--- config.mk ---
export PLATFORM = sky130hd
export DESIGN_NAME = alu_op_sequencer
export DESIGN_NICKNAME = d
export VERILOG_FILES = /design/src/rtl/alu_op_sequencer.sv
export SDC_FILE = /design/constraint.sdc
export NUM_CORES = 1
export LEC_CHECK = 0
export CAP_MARGIN = 20
export CORE_MARGIN = 3
export CORE_UTILIZATION = 47
export DETAILED_ROUTE_END_ITERATION = 8
export PLACE_DENSITY_LB_ADDON = 0.15
export SLEW_MARGIN = 30
export SYNTH_ARGS = -nofsm -noshare
export SYNTH_HDL_FRONTEND = slang
export SYNTH_SLANG_ARGS = --single-unit
--- constraint.sdc ---
create_clock -name clk -period 1.51 [get_ports clk]
set_input_delay 0.151 -clock clk [delete_from_list [all_inputs] [get_ports clk]]
set_output_delay 0.151 -clock clk [all_outputs]
set_load 0.01 [all_outputs]
--- src/rtl/alu_op_sequencer.sv ---
// alu_op_sequencer: control sequencer for two-operand ALU instructions
// of the form Rd <- Ri op Rj on a shared data bus.
//
// The operand indices are latched on an accepted start. The sequencer then
// drives one-hot register strobes and ALU strobes in a bus-safe order:
//   read A, settle, read B, settle, execute, write back.
// Every output is a pure decode of the registered state and latched indices.
//
// Optional feature: define ALU_SEQ_IMM_EN to add the imm_sel/imm_out_en
// ports. With imm_sel=1, operand B comes from the immediate source instead
// of register j, and src_j is not range-checked.
module alu_op_sequencer #(
  parameter int NUM_REGS   = 5,
  parameter int IDX_W      = 6,
  parameter int SETTLE_CYC = 1
) (
  input  logic                clk,
  input  logic                rst,
  input  logic                start,
  input  logic                abort,
  input  logic [IDX_W-1:0]    src_i,
  input  logic [IDX_W-1:0]    src_j,
  input  logic [IDX_W-1:0]    dst,
`ifdef ALU_SEQ_IMM_EN
  input  logic                imm_sel,
  output logic                imm_out_en,
`endif
  output logic [NUM_REGS-1:0] reg_out_en,
  output logic [NUM_REGS-1:0] reg_in_en,
  output logic                alu_a_ld,
  output logic                alu_b_ld,
  output logic                alu_en,
  output logic                alu_out_en,
  output logic                busy,
  output logic                done,
  output logic                err
);

  typedef enum logic [3:0] {
    IDLE, RD_A, SET_A, RD_B, SET_B, EXEC, WB, DONE, ERR
  } state_t;

  // The settle counter counts down to zero, so a gap of N cycles loads N-1.
  localparam logic [3:0]     SETTLE_LD = (SETTLE_CYC > 0) ? 4'(SETTLE_CYC - 1) : 4'd0;
  localparam logic [IDX_W:0] NREGS_L   = (IDX_W + 1)'(NUM_REGS);

  state_t           state, state_nxt;
  logic [3:0]       cnt, cnt_nxt;
  logic [IDX_W-1:0] idx_i, idx_j, idx_d;
  logic             bad_i, bad_j, bad_d, idx_bad;
`ifdef ALU_SEQ_IMM_EN
  logic             imm_q;
`endif

  // Convert a latched index (already range-checked) into a one-hot strobe.
  function automatic logic [NUM_REGS-1:0] onehot(input logic [IDX_W-1:0] idx);
    logic [NUM_REGS-1:0] oh;
    for (int k = 0; k < NUM_REGS; k++) begin
      oh[k] = (idx == IDX_W'(k));
    end
    return oh;
  endfunction

  // Range-check the incoming indices; the immediate operand skips src_j.
  always_comb begin
    bad_i = ({1'b0, src_i} >= NREGS_L);
    bad_d = ({1'b0, dst} >= NREGS_L);
`ifdef ALU_SEQ_IMM_EN
    bad_j = !imm_sel && ({1'b0, src_j} >= NREGS_L);
`else
    bad_j = ({1'b0, src_j} >= NREGS_L);
`endif
    idx_bad = bad_i | bad_j | bad_d;
  end

  // Next-state and settle-counter logic; abort overrides every transition.
  always_comb begin
    state_nxt = state;
    cnt_nxt   = cnt;
    case (state)
      IDLE:  if (start) state_nxt = idx_bad ? ERR : RD_A;
      RD_A: begin
        if (SETTLE_CYC == 0) begin
          state_nxt = RD_B;
        end else begin
          state_nxt = SET_A;
          cnt_nxt   = SETTLE_LD;
        end
      end
      SET_A: begin
        if (cnt == 4'd0) state_nxt = RD_B;
        else             cnt_nxt   = cnt - 4'd1;
      end
      RD_B: begin
        if (SETTLE_CYC == 0) begin
          state_nxt = EXEC;
        end else begin
          state_nxt = SET_B;
          cnt_nxt   = SETTLE_LD;
        end
      end
      SET_B: begin
        if (cnt == 4'd0) state_nxt = EXEC;
        else             cnt_nxt   = cnt - 4'd1;
      end
      EXEC:    state_nxt = WB;
      WB:      state_nxt = DONE;
      DONE:    state_nxt = IDLE;
      ERR:     state_nxt = IDLE;
      default: state_nxt = IDLE;
    endcase
    if (abort) begin
      state_nxt = IDLE;
      cnt_nxt   = 4'd0;
    end
  end

  // State, counter and operand-index registers.
  always_ff @(posedge clk) begin
    if (rst) begin
      state <= IDLE;
      cnt   <= 4'd0;
      idx_i <= '0;
      idx_j <= '0;
      idx_d <= '0;
`ifdef ALU_SEQ_IMM_EN
      imm_q <= 1'b0;
`endif
    end else begin
      state <= state_nxt;
      cnt   <= cnt_nxt;
      if (state == IDLE && start && !abort) begin
        idx_i <= src_i;
        idx_j <= src_j;
        idx_d <= dst;
`ifdef ALU_SEQ_IMM_EN
        imm_q <= imm_sel;
`endif
      end
    end
  end

  // Output decode of the registered state; everything is low in IDLE.
  always_comb begin
    reg_out_en = '0;
    reg_in_en  = '0;
    alu_a_ld   = 1'b0;
    alu_b_ld   = 1'b0;
    alu_en     = 1'b0;
    alu_out_en = 1'b0;
    busy       = (state != IDLE);
    done       = 1'b0;
    err        = 1'b0;
`ifdef ALU_SEQ_IMM_EN
    imm_out_en = 1'b0;
`endif
    case (state)
      RD_A: begin
        reg_out_en = onehot(idx_i);
        alu_a_ld   = 1'b1;
      end
      RD_B: begin
`ifdef ALU_SEQ_IMM_EN
        if (imm_q) imm_out_en = 1'b1;
        else       reg_out_en = onehot(idx_j);
`else
        reg_out_en = onehot(idx_j);
`endif
        alu_b_ld = 1'b1;
      end
      EXEC: alu_en = 1'b1;
      WB: begin
        alu_out_en = 1'b1;
        reg_in_en  = onehot(idx_d);
      end
      DONE:    done = 1'b1;
      ERR:     err  = 1'b1;
      default: ;
    endcase
  end

endmodule

==> flow_summary.ini <==
[final_layout]
layout_common_cells = 30 x nor2_1, 30 x buf_4, 21 x dfxtp_1, 21 x clkdlybuf4s50_1, 20 x mux2i_1
nets = 253
syn_to_final_growth_pct = 58.5
num-fill-cells = 175
drive_gt1_share_pct = 39.9
num_antenna_cells = 0

[synth]
ys_seq_elements = 26
synth_top_cell_area_share_pct = 37.7
synth-edff-count = 0
synth_cell_types = 41
avgSynthCellArea_sq_um = 8.85
synth_area_sq_um = 1380
async_flop_share_pct = 0
syn_nets = 179
synth_flop_cell = dfxtp_1
synth.yosys.seq_area_share_pct = 37.7
synth-warning-count = 0
synth_area_leader_cell = dfxtp_1
synth.area.top_cells = dfxtp_1 38%, mux2i_1 14%, nor2_1 8.7%
syn_inst = 156

[sta]
fin_ws_ns = -0.308
timing.slew.headroom_pct = 81.1
finalCriticalPeriod_ns = 1.82
setup_tns_ns = -2.97
final_hold_viol_count = 0
setup_viol = 29
fin_hold_ws_ns = 0.445
fin_skew_ns = 0.0152
tightest_slew_ns = 0.283
slew_viol_final = 0
rsz0062_at_grt = true
max_freq_mhz = 550
finalCritPeriodShare_pct = 120

[clock_network]
clock_latency_ns = 0.32
clkSinkCount = 26
cts_tree = yes
root_buffer = clkbuf_4
cts-buffers-inserted = 3
h-tree-depth = 1
clock_path_buffers = 2
path_clk_slew_ns = 0.15

[setup_path]
critical_path_class = register to output port
crit_path_cell_trace = buf_6 -> nor3b_2 -> and4bb_1 -> buf_4 -> nor2_2 -> a21oi_2 -> buf_2
worstSetupStartpointType = register
crit_family = simple AND/OR/NAND/NOR gates
cp_slowest_cell = dfxtp_2
worstPathRequired_ns = 1.36
cp_max_fo = 4
slowest_delay_ns = 0.36
cp-end-kind = output port
worstPathArrival_ns = 1.67
critPathBufInv = 3

[floorplan]
core_region_area_sq_um = 2780
die-area_sq_um = 3630
initial_core_util_pct = 49.7
io_pins = 39
die_height_um = 60.2
rows = 19
dieWidth_um = 60.2

[status]
failed_checks = setup timing
status = finished with violations

[power]
powerDensity_nw_per_um2 = 575
p_leak_nw = 0.997
ir_drop_uv = 477
combPwrFrac_pct = 17.6
switching_share_pct = 26.0
power.share.sequential_pct = 58.7
power.switching_uw = 328
clockPowerShare_pct = 23.7
power.internal_uw = 932

[grt]
grt_pass1_vias = 1413
grt_start_max_net_pins = 19
grt.total_usage_pct = 23.1
grt_pass1_wl_um = 6370
grt_remaining_overflow = 0
antenna_found_initial = 0

[drt]
firstDrtPassIters = 4
ant_nets = 0
drtIter0Drc = 80
wl_per_cell_um = 15.5
drcViolationCount = 0
via_per_inst = 5.57
wl_um = 4020
dr_total_vias = 1442

[placement]
dp_hpwl_um = 2830
gp_congestion = 0.865
portBuffers = 38

[flow_run]
max_cap_violations = 0

[hold_path]
hold_class = input pin to register
## layer usage
layer	wire length (um)	GRT usage [%]	up-vias
met5	0	0	-
met4	81	6.65	0
met3	170	3.89	10
met2	2140	40.1	42
met1	1620	28.9	694
li1	-	-	696
## path summary, 6_finish.rpt
check | start | slack (ns) | cells past startpoint | endpoint
max | state[3] | -0.31 | 7 | reg_out_en[4]
min | src_j[0] | 0.45 | 3 | idx_j[0]
max reg2reg | state[1] | -0.02 | 7 | idx_d[3]
min reg2reg | cnt[1] | 0.50 | 2 | cnt[1]
## Yosys cell counts (2+ instances only)
library cell and count:
a21oi_1 3, buf_2 2, buf_6 2, clkbuf_1 2
dfxtp_1 26, inv_1 5, mux2i_1 20, nand2_1 7
nand3_1 4, nor2_1 32, nor3_1 10, nor3b_1 4
nor4b_1 3, o21ai_0 4, o21ai_1 3, or2_1 2
or4_1 2, xnor2_1 2
## repair_timing
action                     4_1_cts  5_1_grt
pin swaps                       17       10
setup buffers                    7        3
gates cloned                     1        0
gates resized for setup        101       15
hold buffers                     0        0
setup endpoints to repair       35       36
## per-stage QoR
| step | power (mW) | cell area (sq um) | worst slack (ns) | cells | util, % |
|---|---|---|---|---|---|
| after floorplan | 0.841 | 1380 | 0.0572 | 156 | - |
| after global placement | 0.944 | 1970 | -0.370 | 247 | 70.9 |
| after CTS | 1.25 | 2140 | -0.262 | 257 | 76.8 |
| after detailed placement | 0.952 | 1970 | -0.426 | 247 | 70.9 |
| after global routing | 1.30 | 2190 | -0.427 | 259 | 78.7 |
| final | 1.26 | 2190 | -0.308 | 259 | 78.7 |
## registers in the layout, indices dropped and copies added, names as in the netlist
register	flops
idx_j	6
state	4
cnt	4
idx_d	6
idx_i	6
## worst reg2reg max path, delay by kind of cell, from the launching register on
family | cells | cell delay, ns
buffers and inverters | 3 | 0.49
DFF | 1 | 0.40
and+or+nand+nor | 3 | 0.38
muxes | 1 | 0.15
## final cells by class
class                   count  area [sq um]  share of cell area, %
inverters                   5          21.3                  0.971
multi-input cells         118           946                   43.2
well taps                  31          38.8                   1.77
flip-flops and latches     26           532                   24.3
repair buffers             76           629                   28.7
clock buffers               3          22.5                   1.03
## logic make-up (layout without fill, tap and decap cells)
group,Yosys count,in the layout,share of synthesized area [%]
DFF,26,26,37.7
xor gates and xnor gates,4,4,3.08
muxes,20,20,14.5
adders and majority gates,1,1,0.906
buffers and inverters,12,84,4.80
and+or+nand+nor,79,79,31.8
AOI/OAI and AO/OA,14,14,7.25
## power groups by stage
stage | clock (mW) | combinational (mW) | sequential, mW
final | 0.299 | 0.222 | 0.739
after global routing | 0.322 | 0.240 | 0.742
after detailed placement | 0 | 0.204 | 0.748
after global placement | 0 | 0.198 | 0.746
after CTS | 0.298 | 0.213 | 0.734
after floorplan | 0 | 0.0969 | 0.744
Note: power is estimated with default switching activity, not from simulation.
